## src/rtl/uart_fifo_if.sv

```systemverilog
// Request/response bundle between the core controller and the buffered UART unit.
// Handshake: uart_go is a one-cycle request strobe. rors and txdata are only looked at
// in that cycle. uart_done is a one-cycle completion pulse. rxdata holds the byte from
// the last completed read until the next read completes.
interface uart_fifo_if;
  logic       uart_go;
  logic       rors;
  logic [7:0] txdata;
  logic       uart_done;
  logic [7:0] rxdata;
  logic       rx_overrun;

  modport master (
    output uart_go, rors, txdata,
    input  uart_done, rxdata, rx_overrun
  );

  modport slave (
    input  uart_go, rors, txdata,
    output uart_done, rxdata, rx_overrun
  );
endinterface

```

## src/rtl/uart_fifo_unit.sv

```systemverilog
// Buffered UART responder: RX FIFO filled by a deserializer on rxd and TX FIFO drained
// by a serializer on txd, both serving the controller's go/done request handshake.
module uart_fifo_unit #(
  parameter int CLK_PER_HALF_BIT = 434,
  parameter int DEPTH            = 16
) (
  input  logic        clk,
  input  logic        rst,
  uart_fifo_if.slave  bus,
  output logic        txd,
  input  logic        rxd,
  output logic [4:0]  dbg_state
);

  localparam int BP = 2 * CLK_PER_HALF_BIT;
  localparam int CW = $clog2(BP);
  localparam int AW = $clog2(DEPTH);
  localparam logic [CW-1:0] BP_LAST   = CW'(BP - 1);
  localparam logic [CW-1:0] HALF_LAST = CW'(CLK_PER_HALF_BIT - 1);
  localparam logic [CW-1:0] BAUD_ONE  = CW'(1);
  localparam logic [AW:0]   CNT_FULL  = (AW+1)'(DEPTH);
  localparam logic [AW:0]   CNT_ONE   = (AW+1)'(1);
  localparam logic [AW-1:0] PTR_ONE   = AW'(1);

  typedef enum logic {REQ_IDLE, REQ_WAIT} req_state_t;
  typedef enum logic [1:0] {RX_IDLE, RX_START, RX_DATA, RX_STOP} rx_state_t;
  typedef enum logic [1:0] {TX_IDLE, TX_START, TX_DATA, TX_STOP} tx_state_t;

  req_state_t req_state;
  rx_state_t  rx_state;
  tx_state_t  tx_state;

  // ---------------- RX FIFO ----------------
  logic [7:0]    rx_mem [DEPTH];
  logic [AW-1:0] rxf_wp, rxf_rp;
  logic [AW:0]   rxf_cnt;
  logic          rxf_empty, rxf_full, rxf_push, rxf_pop;
  logic [7:0]    rx_shift;

  assign rxf_empty = (rxf_cnt == '0);
  assign rxf_full  = (rxf_cnt == CNT_FULL);

  always_ff @(posedge clk) begin
    if (rxf_push) rx_mem[rxf_wp] <= rx_shift;
  end

  always_ff @(posedge clk) begin
    if (rst) begin
      rxf_wp  <= '0;
      rxf_rp  <= '0;
      rxf_cnt <= '0;
    end else begin
      if (rxf_push) rxf_wp <= rxf_wp + PTR_ONE;
      if (rxf_pop)  rxf_rp <= rxf_rp + PTR_ONE;
      case ({rxf_push, rxf_pop})
        2'b10:   rxf_cnt <= rxf_cnt + CNT_ONE;
        2'b01:   rxf_cnt <= rxf_cnt - CNT_ONE;
        default: rxf_cnt <= rxf_cnt;
      endcase
    end
  end

  // ---------------- TX FIFO ----------------
  logic [7:0]    tx_mem [DEPTH];
  logic [AW-1:0] txf_wp, txf_rp;
  logic [AW:0]   txf_cnt;
  logic          txf_empty, txf_full, txf_push, txf_pop;
  logic [7:0]    txf_din;

  assign txf_empty = (txf_cnt == '0);
  assign txf_full  = (txf_cnt == CNT_FULL);

  always_ff @(posedge clk) begin
    if (txf_push) tx_mem[txf_wp] <= txf_din;
  end

  always_ff @(posedge clk) begin
    if (rst) begin
      txf_wp  <= '0;
      txf_rp  <= '0;
      txf_cnt <= '0;
    end else begin
      if (txf_push) txf_wp <= txf_wp + PTR_ONE;
      if (txf_pop)  txf_rp <= txf_rp + PTR_ONE;
      case ({txf_push, txf_pop})
        2'b10:   txf_cnt <= txf_cnt + CNT_ONE;
        2'b01:   txf_cnt <= txf_cnt - CNT_ONE;
        default: txf_cnt <= txf_cnt;
      endcase
    end
  end

  // ---------------- Request FSM ----------------
  logic       kind_q;
  logic [7:0] data_q;
  logic       cur_kind, req_active, rd_fire, wr_fire;
  logic       done_r;
  logic [7:0] rxdata_r;

  // In REQ_IDLE the request is served straight from the inputs so a ready FIFO
  // completes in the uart_go cycle itself; afterwards the latched copy is used.
  assign cur_kind   = (req_state == REQ_IDLE) ? bus.rors    : kind_q;
  assign txf_din    = (req_state == REQ_IDLE) ? bus.txdata  : data_q;
  assign req_active = (req_state == REQ_IDLE) ? bus.uart_go : 1'b1;
  assign rd_fire    = req_active && !cur_kind && !rxf_empty;
  assign wr_fire    = req_active &&  cur_kind && !txf_full;
  assign rxf_pop    = rd_fire;
  assign txf_push   = wr_fire;

  always_ff @(posedge clk) begin
    if (rst) begin
      req_state <= REQ_IDLE;
      kind_q    <= 1'b0;
      data_q    <= '0;
      done_r    <= 1'b0;
      rxdata_r  <= '0;
    end else begin
      done_r <= rd_fire || wr_fire;
      if (rd_fire) rxdata_r <= rx_mem[rxf_rp];
      case (req_state)
        REQ_IDLE: begin
          if (bus.uart_go) begin
            kind_q <= bus.rors;
            data_q <= bus.txdata;
            if (!(rd_fire || wr_fire)) req_state <= REQ_WAIT;
          end
        end
        REQ_WAIT: begin
          if (rd_fire || wr_fire) req_state <= REQ_IDLE;
        end
        default: req_state <= REQ_IDLE;
      endcase
    end
  end

  assign bus.uart_done = done_r;
  assign bus.rxdata    = rxdata_r;

  // ---------------- RX deserializer ----------------
  logic          rx_s1, rx_s2, rx_s3, rx_fall;
  logic [CW-1:0] rx_baud;
  logic [3:0]    rx_bit;
  logic          overrun_r;

  assign rx_fall  = rx_s3 && !rx_s2;
  assign rxf_push = (rx_state == RX_STOP) && (rx_baud == BP_LAST) && rx_s2 && !rxf_full;

  always_ff @(posedge clk) begin
    if (rst) begin
      rx_s1     <= 1'b1;
      rx_s2     <= 1'b1;
      rx_s3     <= 1'b1;
      rx_state  <= RX_IDLE;
      rx_baud   <= '0;
      rx_bit    <= '0;
      rx_shift  <= '0;
      overrun_r <= 1'b0;
    end else begin
      rx_s1 <= rxd;
      rx_s2 <= rx_s1;
      rx_s3 <= rx_s2;
      case (rx_state)
        RX_IDLE: begin
          if (rx_fall) begin
            rx_state <= RX_START;
            rx_baud  <= '0;
          end
        end
        RX_START: begin
          // Half a bit in: a line back high means the falling edge was a glitch.
          if (rx_baud == HALF_LAST) begin
            rx_baud  <= '0;
            rx_bit   <= '0;
            rx_state <= rx_s2 ? RX_IDLE : RX_DATA;
          end else begin
            rx_baud <= rx_baud + BAUD_ONE;
          end
        end
        RX_DATA: begin
          if (rx_baud == BP_LAST) begin
            rx_baud  <= '0;
            rx_shift <= {rx_s2, rx_shift[7:1]};
            if (rx_bit == 4'd7) rx_state <= RX_STOP;
            else                rx_bit   <= rx_bit + 4'd1;
          end else begin
            rx_baud <= rx_baud + BAUD_ONE;
          end
        end
        RX_STOP: begin
          if (rx_baud == BP_LAST) begin
            rx_baud  <= '0;
            rx_state <= RX_IDLE;
            if (!rx_s2 || rxf_full) overrun_r <= 1'b1;
          end else begin
            rx_baud <= rx_baud + BAUD_ONE;
          end
        end
        default: rx_state <= RX_IDLE;
      endcase
    end
  end

  assign bus.rx_overrun = overrun_r;

  // ---------------- TX serializer ----------------
  logic [CW-1:0] tx_baud;
  logic [3:0]    tx_bit;
  logic [7:0]    tx_shift;
  logic          txd_r;
  logic          tx_load;

  // A new frame is loaded from idle or straight out of a finished stop bit.
  assign tx_load = !txf_empty &&
                   ((tx_state == TX_IDLE) ||
                    ((tx_state == TX_STOP) && (tx_baud == BP_LAST)));
  assign txf_pop = tx_load;

  always_ff @(posedge clk) begin
    if (rst) begin
      tx_state <= TX_IDLE;
      tx_baud  <= '0;
      tx_bit   <= '0;
      tx_shift <= '0;
      txd_r    <= 1'b1;
    end else begin
      case (tx_state)
        TX_IDLE: begin
          txd_r <= 1'b1;
          if (tx_load) begin
            tx_shift <= tx_mem[txf_rp];
            tx_baud  <= '0;
            tx_state <= TX_START;
            txd_r    <= 1'b0;
          end
        end
        TX_START: begin
          if (tx_baud == BP_LAST) begin
            tx_baud  <= '0;
            tx_bit   <= '0;
            tx_state <= TX_DATA;
            txd_r    <= tx_shift[0];
          end else begin
            tx_baud <= tx_baud + BAUD_ONE;
          end
        end
        TX_DATA: begin
          if (tx_baud == BP_LAST) begin
            tx_baud <= '0;
            if (tx_bit == 4'd7) begin
              tx_state <= TX_STOP;
              txd_r    <= 1'b1;
            end else begin
              tx_bit   <= tx_bit + 4'd1;
              tx_shift <= {1'b0, tx_shift[7:1]};
              txd_r    <= tx_shift[1];
            end
          end else begin
            tx_baud <= tx_baud + BAUD_ONE;
          end
        end
        TX_STOP: begin
          if (tx_baud == BP_LAST) begin
            tx_baud <= '0;
            if (tx_load) begin
              tx_shift <= tx_mem[txf_rp];
              tx_state <= TX_START;
              txd_r    <= 1'b0;
            end else begin
              tx_state <= TX_IDLE;
            end
          end else begin
            tx_baud <= tx_baud + BAUD_ONE;
          end
        end
        default: tx_state <= TX_IDLE;
      endcase
    end
  end

  assign txd       = txd_r;
  assign dbg_state = {req_state, rx_state, tx_state};

endmodule

```

## src/flat_wrapper.sv

```systemverilog
// flat-port wrapper written by rule: the top's interface ports become plain ports
module uart_fifo_unit_flat 
#(
  parameter int CLK_PER_HALF_BIT = 434,
  parameter int DEPTH            = 16
)
  (clk, rst, txd, rxd, dbg_state, bus_uart_go, bus_rors, bus_txdata, bus_uart_done, bus_rxdata, bus_rx_overrun);
  uart_fifo_if bus_i ();
  input  logic clk;
  input  logic rst;
  output logic txd;
  input  logic rxd;
  output logic [4:0] dbg_state;
  input wire logic [$bits(bus_i.uart_go)-1:0] bus_uart_go;
  input wire logic [$bits(bus_i.rors)-1:0] bus_rors;
  input wire logic [$bits(bus_i.txdata)-1:0] bus_txdata;
  output wire logic [$bits(bus_i.uart_done)-1:0] bus_uart_done;
  output wire logic [$bits(bus_i.rxdata)-1:0] bus_rxdata;
  output wire logic [$bits(bus_i.rx_overrun)-1:0] bus_rx_overrun;
  assign bus_i.uart_go = bus_uart_go;
  assign bus_i.rors = bus_rors;
  assign bus_i.txdata = bus_txdata;
  assign bus_uart_done = bus_i.uart_done;
  assign bus_rxdata = bus_i.rxdata;
  assign bus_rx_overrun = bus_i.rx_overrun;
  uart_fifo_unit #(.CLK_PER_HALF_BIT(CLK_PER_HALF_BIT), .DEPTH(DEPTH)) u_core (.clk(clk), .rst(rst), .bus(bus_i), .txd(txd), .rxd(rxd), .dbg_state(dbg_state));
endmodule
```

## config.mk

```make
export PLATFORM = sky130hd
export DESIGN_NAME = uart_fifo_unit_flat
export DESIGN_NICKNAME = d
export VERILOG_FILES = /design/src/rtl/uart_fifo_if.sv /design/src/rtl/uart_fifo_unit.sv /design/src/flat_wrapper.sv
export SDC_FILE = /design/constraint.sdc
export NUM_CORES = 1
export LEC_CHECK = 0
export ABC_AREA = 0
export CORE_AREA = 2 2 128 193
export CTS_BUF_LIST = sky130_fd_sc_hd__clkbuf_4 sky130_fd_sc_hd__clkbuf_8
export DETAILED_ROUTE_END_ITERATION = 8
export DIE_AREA = 0 0 130 195
export GPL_TIMING_DRIVEN = 0
export PLACE_DENSITY = 0.93
export SYNTH_ARGS = -nofsm -noshare
export SYNTH_HDL_FRONTEND = slang
export SYNTH_SLANG_ARGS = --single-unit
```

## constraint.sdc

```tcl
create_clock -name clk -period 4.2 [get_ports clk]
set_input_delay 0.84 -clock clk [delete_from_list [all_inputs] [get_ports clk]]
set_output_delay 0.84 -clock clk [all_outputs]
set_load 0.05 [all_outputs]
```

# Word level (Yosys, flattened, before mapping)
# Memory sizes are Yosys's and may differ from the RTL's. A register that Yosys moved wholly into a read port is not among the register bits.
# Index checks and enable logic that the tools add are counted.
# totals
reg_bits,90
ramBits,256
inputBits,13
wordCells,162
n_memories,2
# memory_table
memory,words,width,read_ports,rd_ports_with_merged_regs,wr,line,rtl
u_core.rx_mem,16,8,1,1,1,uart_fifo_unit.sv:34,logic [7:0] rx_mem [DEPTH];
u_core.tx_mem,16,8,1,1,1,uart_fifo_unit.sv:64,logic [7:0] tx_mem [DEPTH];
# op_classes
n_addsub,12
n_eq_ne,30
n_mux,55
bitwise_logic,1
reduce_logical,39
# op_table
op,n
10-bit 2-to-1 mux,5
8-bit 2-to-1 mux,5
4-bit 2-to-1 mux,8
10-bit case mux with 3 select lines,1
4-bit by 1-bit adder with 4-bit output (second input constant),6
8-bit case mux with 3 select lines,1
2-bit 2-to-1 mux,11
10-bit by 1-bit adder with 10-bit output (second input constant),2
10-bit == test (second input constant),2
10-bit case mux with 2 select lines,1
5-bit case mux with 2 select lines,2
2-bit by 1-bit inequality test with 1-bit output (second input constant),9
2-bit case mux with 4 select lines,2
4-bit case mux with 2 select lines,2
4-bit AND reduction,4
1-bit 2-to-1 mux,15
2-bit == test (second input constant),6
5-bit by 1-bit adder with 5-bit output (second input constant),2
10-bit by 9-bit == test with 1-bit output (second input constant),1
5-bit == test (second input constant),2
1-bit logical AND,10
5-bit logical NOT,2
5-bit AND reduction,2
5-bit by 1-bit subtractor with 5-bit output (second input constant),2
15 further kinds,34

# Logic depth before layout (Yosys ltp)
# Gate-level depths: netlist (run 1).
# depth
ltp_word,8
ltp_mapped,14

# Least setup slack after synthesis (run 1)
# No wires, ideal clock.
# synth_timing
kind,input-to-reg
from,input port bus_rors
to,register u_core.rxf_cnt[3]
setup_time_ns,0.070
arrival_time_ns,3.591
t_required_ns,4.130
setup_slack_ns,0.538
path_stages,9
path_buffers,1
path_cell_list,or3b_2 > a22oi_1 > buf_2 > ha_1 > or3b_2 > a21boi_0 > nor3_1 > or3b_2 > a21oi_1
# synth_via
elab_chain_cells,6
elab_cells_between_ends,8
# synth_rtl
item,line,rtl
"start, declared",flat_wrapper.sv:15,input wire logic [$bits(bus_i.rors)-1:0] bus_rors;
1-bit 2-to-1 mux *,uart_fifo_unit.sv:102,assign cur_kind = (req_state == REQ_IDLE) ? bus.rors : kind_q;
1-bit logical NOT *,uart_fifo_unit.sv:105,assign rd_fire = req_active && !cur_kind && !rxf_empty;
1-bit logical AND * (2 in a row),uart_fifo_unit.sv:105,
named net u_core.rd_fire,uart_fifo_unit.sv:96,"logic cur_kind, req_active, rd_fire, wr_fire;"
2-bit by 1-bit == test with 1-bit output / 2-bit == test (equally long branches),uart_fifo_unit.sv:55,"case ({rxf_push, rxf_pop})"
5-bit case mux with 2 select lines / 2-bit nonzero test (equally long branches),--,
"end signal, assigned",uart_fifo_unit.sv:56,2'b10: rxf_cnt <= rxf_cnt + CNT_ONE;
"end signal, assigned",uart_fifo_unit.sv:57,2'b01: rxf_cnt <= rxf_cnt - CNT_ONE;
"end signal, assigned",uart_fifo_unit.sv:58,default: rxf_cnt <= rxf_cnt;
"end, declared",uart_fifo_unit.sv:36,logic [AW:0] rxf_cnt;
# Mark *: on every way through the listed nets, which the timed path passes. The rest lies on a longest branch.
# A chain may end at the register's enable or synchronous reset.

# Worst setup path in the final report (run 1)
# layout_timing
from,input port bus_uart_go
to,register u_core.rxf_cnt[3]
# layout_via
elab_chain_cells,5
elab_cells_between_ends,7
# layout_rtl
item,line,rtl
"start, declared",flat_wrapper.sv:14,input wire logic [$bits(bus_i.uart_go)-1:0] bus_uart_go;
1-bit 2-to-1 mux *,uart_fifo_unit.sv:104,assign req_active = (req_state == REQ_IDLE) ? bus.uart_go : 1'b1;
1-bit logical AND * (2 in a row),uart_fifo_unit.sv:105,
named net u_core.rd_fire,uart_fifo_unit.sv:96,
2-bit by 1-bit == test with 1-bit output / 2-bit == test (equally long branches),uart_fifo_unit.sv:55,
5-bit case mux with 2 select lines / 2-bit nonzero test (equally long branches),--,
# Marked as above.

==> results of run 1 <==
[cell usage after synthesis, types with 3 or more instances]
cell type / instances / area, um^2
a2111oi_0: 6 / 52.6
nand4_1: 6 / 37.5
xnor2_1: 11 / 96.3
nor3_1: 19 / 95.1
or2_2: 3 / 18.8
a311oi_1: 3 / 26.3
o22ai_1: 7 / 43.8
mux4_2: 71 / 1600
or3b_2: 4 / 35.0
mux2_2: 12 / 135
or4_1: 3 / 22.5
and3_1: 7 / 43.8
nand2b_1: 15 / 93.8
dfxtp_1: 102 / 2040
a211oi_1: 11 / 82.6
mux2i_1: 34 / 340
o31ai_1: 5 / 37.5
and2_1: 6 / 37.5
a31oi_1: 5 / 31.3
edfxtp_1: 256 / 7690
or3_1: 7 / 43.8
buf_1: 9 / 33.8
nor2_1: 105 / 394
o41ai_1: 4 / 35.0
clkbuf_1: 40 / 150
xor2_1: 15 / 131
ha_1: 26 / 325
a41oi_1: 3 / 26.3
nor4_1: 6 / 37.5
nand3_1: 12 / 60.1
buf_2: 8 / 40.0
o21ai_0: 16 / 80.1
nand2_1: 50 / 188
inv_1: 26 / 97.6
a22oi_1: 10 / 75.1
a21oi_1: 36 / 180
a31o_2: 3 / 26.3
nor2b_1: 6 / 37.5
nor3b_1: 6 / 45.0
nand3b_1: 6 / 45.0
[stage by stage]
step / area (um^2) / worst slack, ns
after floorplan: 15000 / 0.538
after global placement: 15600 / -0.322
after detailed placement: 15700 / -0.381
after CTS: 16700 / 0.196
after global routing: 16700 / 0.0965
final: 16700 / 0.362
[flip-flops by register name, summed over array words and instances, names as in the netlist, 5 cells and up, named ones only]
name / flops
u_core.rx_shift: 8
u_core.rxf_cnt: 5
u_core.rx_mem: 128
u_core.tx_baud: 10
u_core.data_q: 8
u_core.rx_baud: 10
u_core.txf_cnt: 5
u_core.tx_mem: 128
u_core.tx_shift: 8
u_core.bus.rxdata: 8
[layout make-up]
cell class,count,area share
clock buffer,71,0.0521
tap,319,0.0239
buffer,59,0.0145
sequential,358,0.582
clock inverter,21,0.0109
inverter,28,0.00644
timing repair buffer,30,0.0174
multi-input combinational,572,0.293
[cell families (layout without fill, tap and decap cells)]
kind of cell | count (synthesis) | in the layout | synth area share
flops | 358 | 358 | 0.650
simple gates | 277 | 277 | 0.0938
compound gates | 126 | 126 | 0.0569
mux | 117 | 117 | 0.139
buf+inv | 87 | 209 | 0.0234
fa+ha+maj | 26 | 26 | 0.0217
xor+xnor | 26 | 26 | 0.0152
[critical path: cells and delay by family]
kind / cells / cell delay (ns)
buffers and inverters: 2 / 0.95
adder cells (fa/ha/maj): 1 / 0.37
AND/OR/NAND/NOR: 4 / 1.44
AO/OA/AOI/OAI: 3 / 0.72
[per-layer routing]
layer | vias up | GRT usage | part of all wire
met5 | - | 0 | 0.00046
met4 | 2 | 0.127 | 0.044
met3 | 98 | 0.0400 | 0.053
met2 | 379 | 0.486 | 0.56
met1 | 4510 | 0.289 | 0.34
li1 | 4057 | - | -
[power groups by stage]
stage                     clock network, uW  registers [uW]  logic, uW
after CTS                              2840            3960       1580
after detailed placement                  0            4030       1560
after global placement                    0            4030       1510
after global routing                   2980            3970       1730
final                                  2820            3960       1590
after floorplan                           0            4060       1130
[worst paths after layout]
path / from / endpoint / slack, ns / cells after the start
setup / recovery: bus_uart_go / u_core.rxf_cnt[3] / 0.36 / 10
hold / removal: u_core.rx_s1 / u_core.rx_s2 / 0.42 / 1
setup reg to reg: u_core.tx_baud[0] / u_core.txf_cnt[2] / 0.51 / 13
hold reg to reg: u_core.rx_s1 / u_core.rx_s2 / 0.42 / 1
[cells in the final DEF, fill, tap and decap left out, drive strengths merged, types with 9 or more instances in the layout]
master         Yosys  routed
ha                26      26
mux2i             34      34
mux2              12      12
xor2              15      15
clkinv             1      16
edfxtp           256     256
clkdlybuf4s50      0      28
nor3              20      20
nand2             50      50
a22oi             11      11
inv               27      29
o21ai             17      17
nand3             12      12
clkbuf            40     111
nor2             105     105
buf               19      21
nor4               9       9
xnor2             11      11
a21oi             36      36
a211oi            11      11
dfxtp            102     102
mux4              71      71
nand2b            15      15
[repair_timing]
item | in CTS | in global routing
hold buffers | 0 | 0
endpoints found under the setup margin | 0 | 2
endpoints found under the hold margin | 0 | 0
gates resized for setup | 0 | 1
==> results.json, run 1 <==
{
  "nNetsFinal": 1137,
  "htree_levels": 2,
  "grt_first_pass_wirelength_um": 49600,
  "seqPwrFrac": 0.473,
  "wl_per_cell_um": 22.5,
  "final.fill_count": 1450,
  "gp_congestion": 0.887,
  "p_int_uw": 6060,
  "clockRootBuffer": "clkbuf_8",
  "drc": 0,
  "irDropWorstVdd_mv": 0.378,
  "rsz0062_at_grt": "no",
  "dieArea_um2": 25400,
  "overflow": 0,
  "cts_tree": "done",
  "ctsLongestPathBuffers": 3,
  "syn_inst": 1017,
  "p_sw_uw": 2310,
  "synth-edff-count": 256,
  "finalPower_uw": 8360,
  "status": "finished clean",
  "multi_input_area_um2": 4890,
  "syn_avg_cell_area_um2": 14.7,
  "finalCriticalPeriod_ns": 3.84,
  "utilization": 0.709,
  "path_max_fanout": 11,
  "cp-end-kind": "flip-flop",
  "synth.distinct_cells": 71,
  "n_antenna_cell": 0,
  "initial_core_util": 0.635,
  "area_growth_pct": 11.7,
  "die_x_um": 130,
  "grt_pass1_vias": 9140,
  "finalNonFillerCells": 1458,
  "viasPerCell": 6.20,
  "max_freq_mhz": 261,
  "maxSlewViolCount": 0,
  "final.setup.tns_ns": 0,
  "cp_common_cell": "or3b_2",
  "synth_ff_type": "edfxtp_1",
  "vias": 9046,
  "comb_power_share": 0.190,
  "grtUsageTotal": 0.263,
  "antenna_left": 0,
  "grt_antenna_before_repair": 1,
  "cts_setup_buffers": 0,
  "p_leak_uw": 0.00553,
  "yosysWarningCount": 0,
  "clkTransAtPathRegs_ns": 0.06,
  "cp_cell_sequence": "clkdlybuf4s50_1 -> or3b_2 -> a22oi_2 -> buf_2 -> ha_1 -> or3b_2 -> a21boi_0 -> nor3_1 -> or3b_2 -> a21oi_1",
  "critPathSlowestCell": "clkdlybuf4s50_1",
  "num_io_pins": 29,
  "min_period_over_period": 0.914,
  "hold_path_class": "flip-flop to flip-flop",
  "ys_ff_latch": 358,
  "setup_viol": 0,
  "holdWs_ns": 0.424,
  "critPathKind": "primary input to flip-flop",
  "register_area_um2": 9730,
  "drtIter0Drc": 661,
  "grt_max_degree": 19,
  "core-area_um2": 23600,
  "cp_slowest_stage_delay_ns": 0.53,
  "cts_buffers": 49,
  "syn-cell-area_um2": 15000,
  "rows": 69,
  "clock_latency_ns": 0.60,
  "async_flop_share": 0,
  "die_h_um": 195,
  "portBuffers": 28,
  "yosysSeqAreaShare": 0.650,
  "powerDensity_nw_per_um2": 500,
  "worstPathRequired_ns": 4.70,
  "drt_wl_total_um": 32700,
  "switching_share": 0.276,
  "cp.arrival_ns": 4.33,
  "start_kind": "primary input",
  "first_pass_iters": 7,
  "dp_hpwl_um": 21900,
  "clkPwrFrac": 0.337,
  "worst_slew_pin_slew_ns": 1.36,
  "dp_cells": 1366,
  "synth_fp_nets": 1056,
  "hold_viol": 0,
  "cts_sinks": 358,
  "drive_gt1_frac": 0.176,
  "maxCapViolCount": 0,
  "skew_ns": 0.0293,
  "slew_headroom": 0.0874
}
Note: power is estimated with default switching activity, not from simulation.
==> inputs of run 2 (changes only) <==
--- a/config.mk
+++ b/config.mk
@@ -6,10 +6,11 @@
 export NUM_CORES = 1
 export LEC_CHECK = 0
 export ABC_AREA = 0
-export CORE_AREA = 2 2 128 193
+export CORE_AREA = 2 2 143 173
 export CTS_BUF_LIST = sky130_fd_sc_hd__clkbuf_4 sky130_fd_sc_hd__clkbuf_8
 export DETAILED_ROUTE_END_ITERATION = 8
-export DIE_AREA = 0 0 130 195
+export DIE_AREA = 0 0 145 175
+export GPL_ROUTABILITY_DRIVEN = 0
 export GPL_TIMING_DRIVEN = 0
 export PLACE_DENSITY = 0.93
 export SYNTH_ARGS = -nofsm -noshare
==> run 2 against run 1 <==
First-iteration DRC count rose by 46%. Total power rose by 2.7%. Combinational power rose by 3%. Sequential power barely moved. Sequential cell count did not move. Routed wire length rose by 1.7%. Worst hold slack got worse by 0.014 ns. Worst setup slack got worse by 0.12 ns. Maximum frequency fell by 3.0%. Via count rose by 1.8%. Critical endpoint is now u_core.rxf_cnt[4].
==> results.json, run 2 (synthesized netlist as in run 1, its figures left out) <==
{
  "critPathKind": "primary input to flip-flop",
  "dieArea_um2": 25400,
  "cp_cell_sequence": "clkdlybuf4s50_1 -> or3b_2 -> a22oi_2 -> buf_2 -> ha_1 -> xor2_1 -> ha_1 -> nor2_1 -> o32ai_1 -> a221oi_1 -> or3_1 -> a21oi_1",
  "cts_tree": "done",
  "hold_path_class": "flip-flop to flip-flop",
  "htree_levels": 2,
  "vias": 9207,
  "die_h_um": 175,
  "drive_gt1_frac": 0.182,
  "core-area_um2": 23700,
  "nNetsFinal": 1139,
  "start_kind": "primary input",
  "area_growth_pct": 12.4,
  "final_cell_area_um2": 16800,
  "drt_wl_total_um": 33300,
  "hp-start": "u_core.rx_s1",
  "finalCriticalPeriod_ns": 3.96,
  "ctsLongestPathBuffers": 3,
  "initial_core_util": 0.632,
  "die_x_um": 145,
  "rsz0062_at_grt": "no",
  "max_freq_mhz": 253,
  "cp.arrival_ns": 4.48,
  "final_common_cell": "edfxtp_1",
  "min_path_cells": 1,
  "overflow": 0,
  "grtUsageTotal": 0.267,
  "irDropWorstVdd_mv": 0.319,
  "grt_pass1_vias": 9459,
  "slew_headroom": 0.131,
  "maxCapViolCount": 0,
  "maxSlewViolCount": 0,
  "cp_common_cell": "ha_1",
  "skew_ns": 0.0238,
  "worstPathRequired_ns": 4.73,
  "worst_slew_pin_slew_ns": 1.29,
  "layout_common_cells": "256 x edfxtp_1, 105 x nor2_1, 102 x dfxtp_1, 71 x mux4_2, 61 x clkbuf_8",
  "final.fill_count": 1380,
  "wl_per_cell_um": 22.7,
  "viasPerCell": 6.29,
  "cp-end-kind": "flip-flop",
  "grt_first_pass_wirelength_um": 51800,
  "dpl-instance-area_um2": 15600,
  "rows": 62,
  "first_pass_iters": 6,
  "status": "finished clean",
  "reg2reg_from": "u_core.txf_cnt[1]",
  "clkTransAtPathRegs_ns": 0.07,
  "cts_setup_buffers": 0,
  "largestRegisters": "u_core.rx_mem (128), u_core.tx_mem (128)",
  "p_leak_uw": 0.00559,
  "clockRootBuffer": "clkbuf_8",
  "drc": 0,
  "n_antenna_cell": 0,
  "clock_latency_ns": 0.60,
  "cts_buffers": 53,
  "grt_max_degree": 19,
  "cts_sinks": 358,
  "final.setup.tns_ns": 0,
  "min_period_over_period": 0.942,
  "rr_worst_depth": 13,
  "portBuffers": 28,
  "ff2ff_setup_slack_ns": 0.48,
  "setup_viol": 0,
  "drtIter0Drc": 965,
  "hold_end": "u_core.rx_s2",
  "dp_hpwl_um": 22300,
  "powerDensity_nw_per_um2": 511,
  "grt_antenna_before_repair": 0,
  "antenna_left": 0,
  "cp_slowest_stage_delay_ns": 0.63,
  "critPathSlowestCell": "clkdlybuf4s50_1",
  "path_max_fanout": 11,
  "r2r_end": "u_core.txf_cnt[2]",
  "num_io_pins": 29,
  "hold_viol": 0
}
## run 2: cell count changes in the layout (fill, tap and decap cells not counted)
cell      delta
nor3_2       +3
clkbuf_8     +7
buf_2        -2
nor3_1       -3
## run 2: how the worst max path moves through the flow
stage | to | from | slack (ns) | depth (start not counted)
2_1_floorplan | u_core.rxf_cnt[3] | bus_rors | 0.54 | 9
3_3_place_gp | u_core.rxf_cnt[3] | bus_uart_go | -0.47 | 10
3_5_place_dp | u_core.rxf_cnt[3] | bus_uart_go | -0.50 | 10
4_1_cts | u_core.rxf_cnt[3] | bus_uart_go | 0.10 | 10
5_1_grt | u_core.txf_cnt[2] | bus_uart_go | 0.05 | 13
6_report | u_core.rxf_cnt[4] | bus_uart_go | 0.24 | 12
## run 2: cell type report
class,count,area [um^2],share of cell area
clock buffer,78,967,0.0575
clock inverter,21,183,0.0109
multi-input combinational,572,4910,0.292
buffer,59,243,0.0144
timing repair buffer,28,280,0.0167
inverter,28,108,0.00640
sequential,358,9730,0.578
tap,320,400,0.0238
## run 2: timing repair
| item | CTS | global route |
|---|---|---|
| resized for setup | 0 | 1 |
| endpoints found under the setup margin | 0 | 2 |
| hold buffers | 0 | 0 |
## run 2: worst max-delay path: cells and delay by family
kind	cells	cell delay (ns)
adders and majority gates	2	0.59
and+or+nand+nor	3	0.89
buffers and inverters	2	1.04
xor gates and xnor gates	1	0.19
AOI/OAI and AO/OA	4	0.92
## run 2: metal layers
layer	up-vias	share of wire	global-route usage
li1	4063	-	-
met1	4613	0.35	0.307
met5	-	0	0
met3	96	0.068	0.0496
met4	0	0.036	0.113
met2	435	0.54	0.489
## run 2: metrics by stage
stage / std cells / total power (uW) / hold WS [ns] / utilization / worst slack (ns)
6_report: 1464 / 8590 / 0.409 / 0.711 / 0.242
5_1_grt: 1464 / 8920 / 0.433 / 0.711 / 0.0483
4_1_cts: 1464 / 8580 / 0.413 / 0.710 / 0.103
3_5_place_dp: 1365 / 5620 / 0.400 / 0.661 / -0.498
3_3_place_gp: 1365 / 5520 / 0.395 / 0.661 / -0.473
2_1_floorplan: 1017 / 5190 / 0.389 / - / 0.538
## run 2: power breakdown
part / total (uW) / switching [uW] / leakage [uW] / internal [uW]
registers: 3970 / 82.2 / 0.00317 / 3890
clock network: 2980 / 1310 / 0.000610 / 1670
logic: 1640 / 1000 / 0.00180 / 641
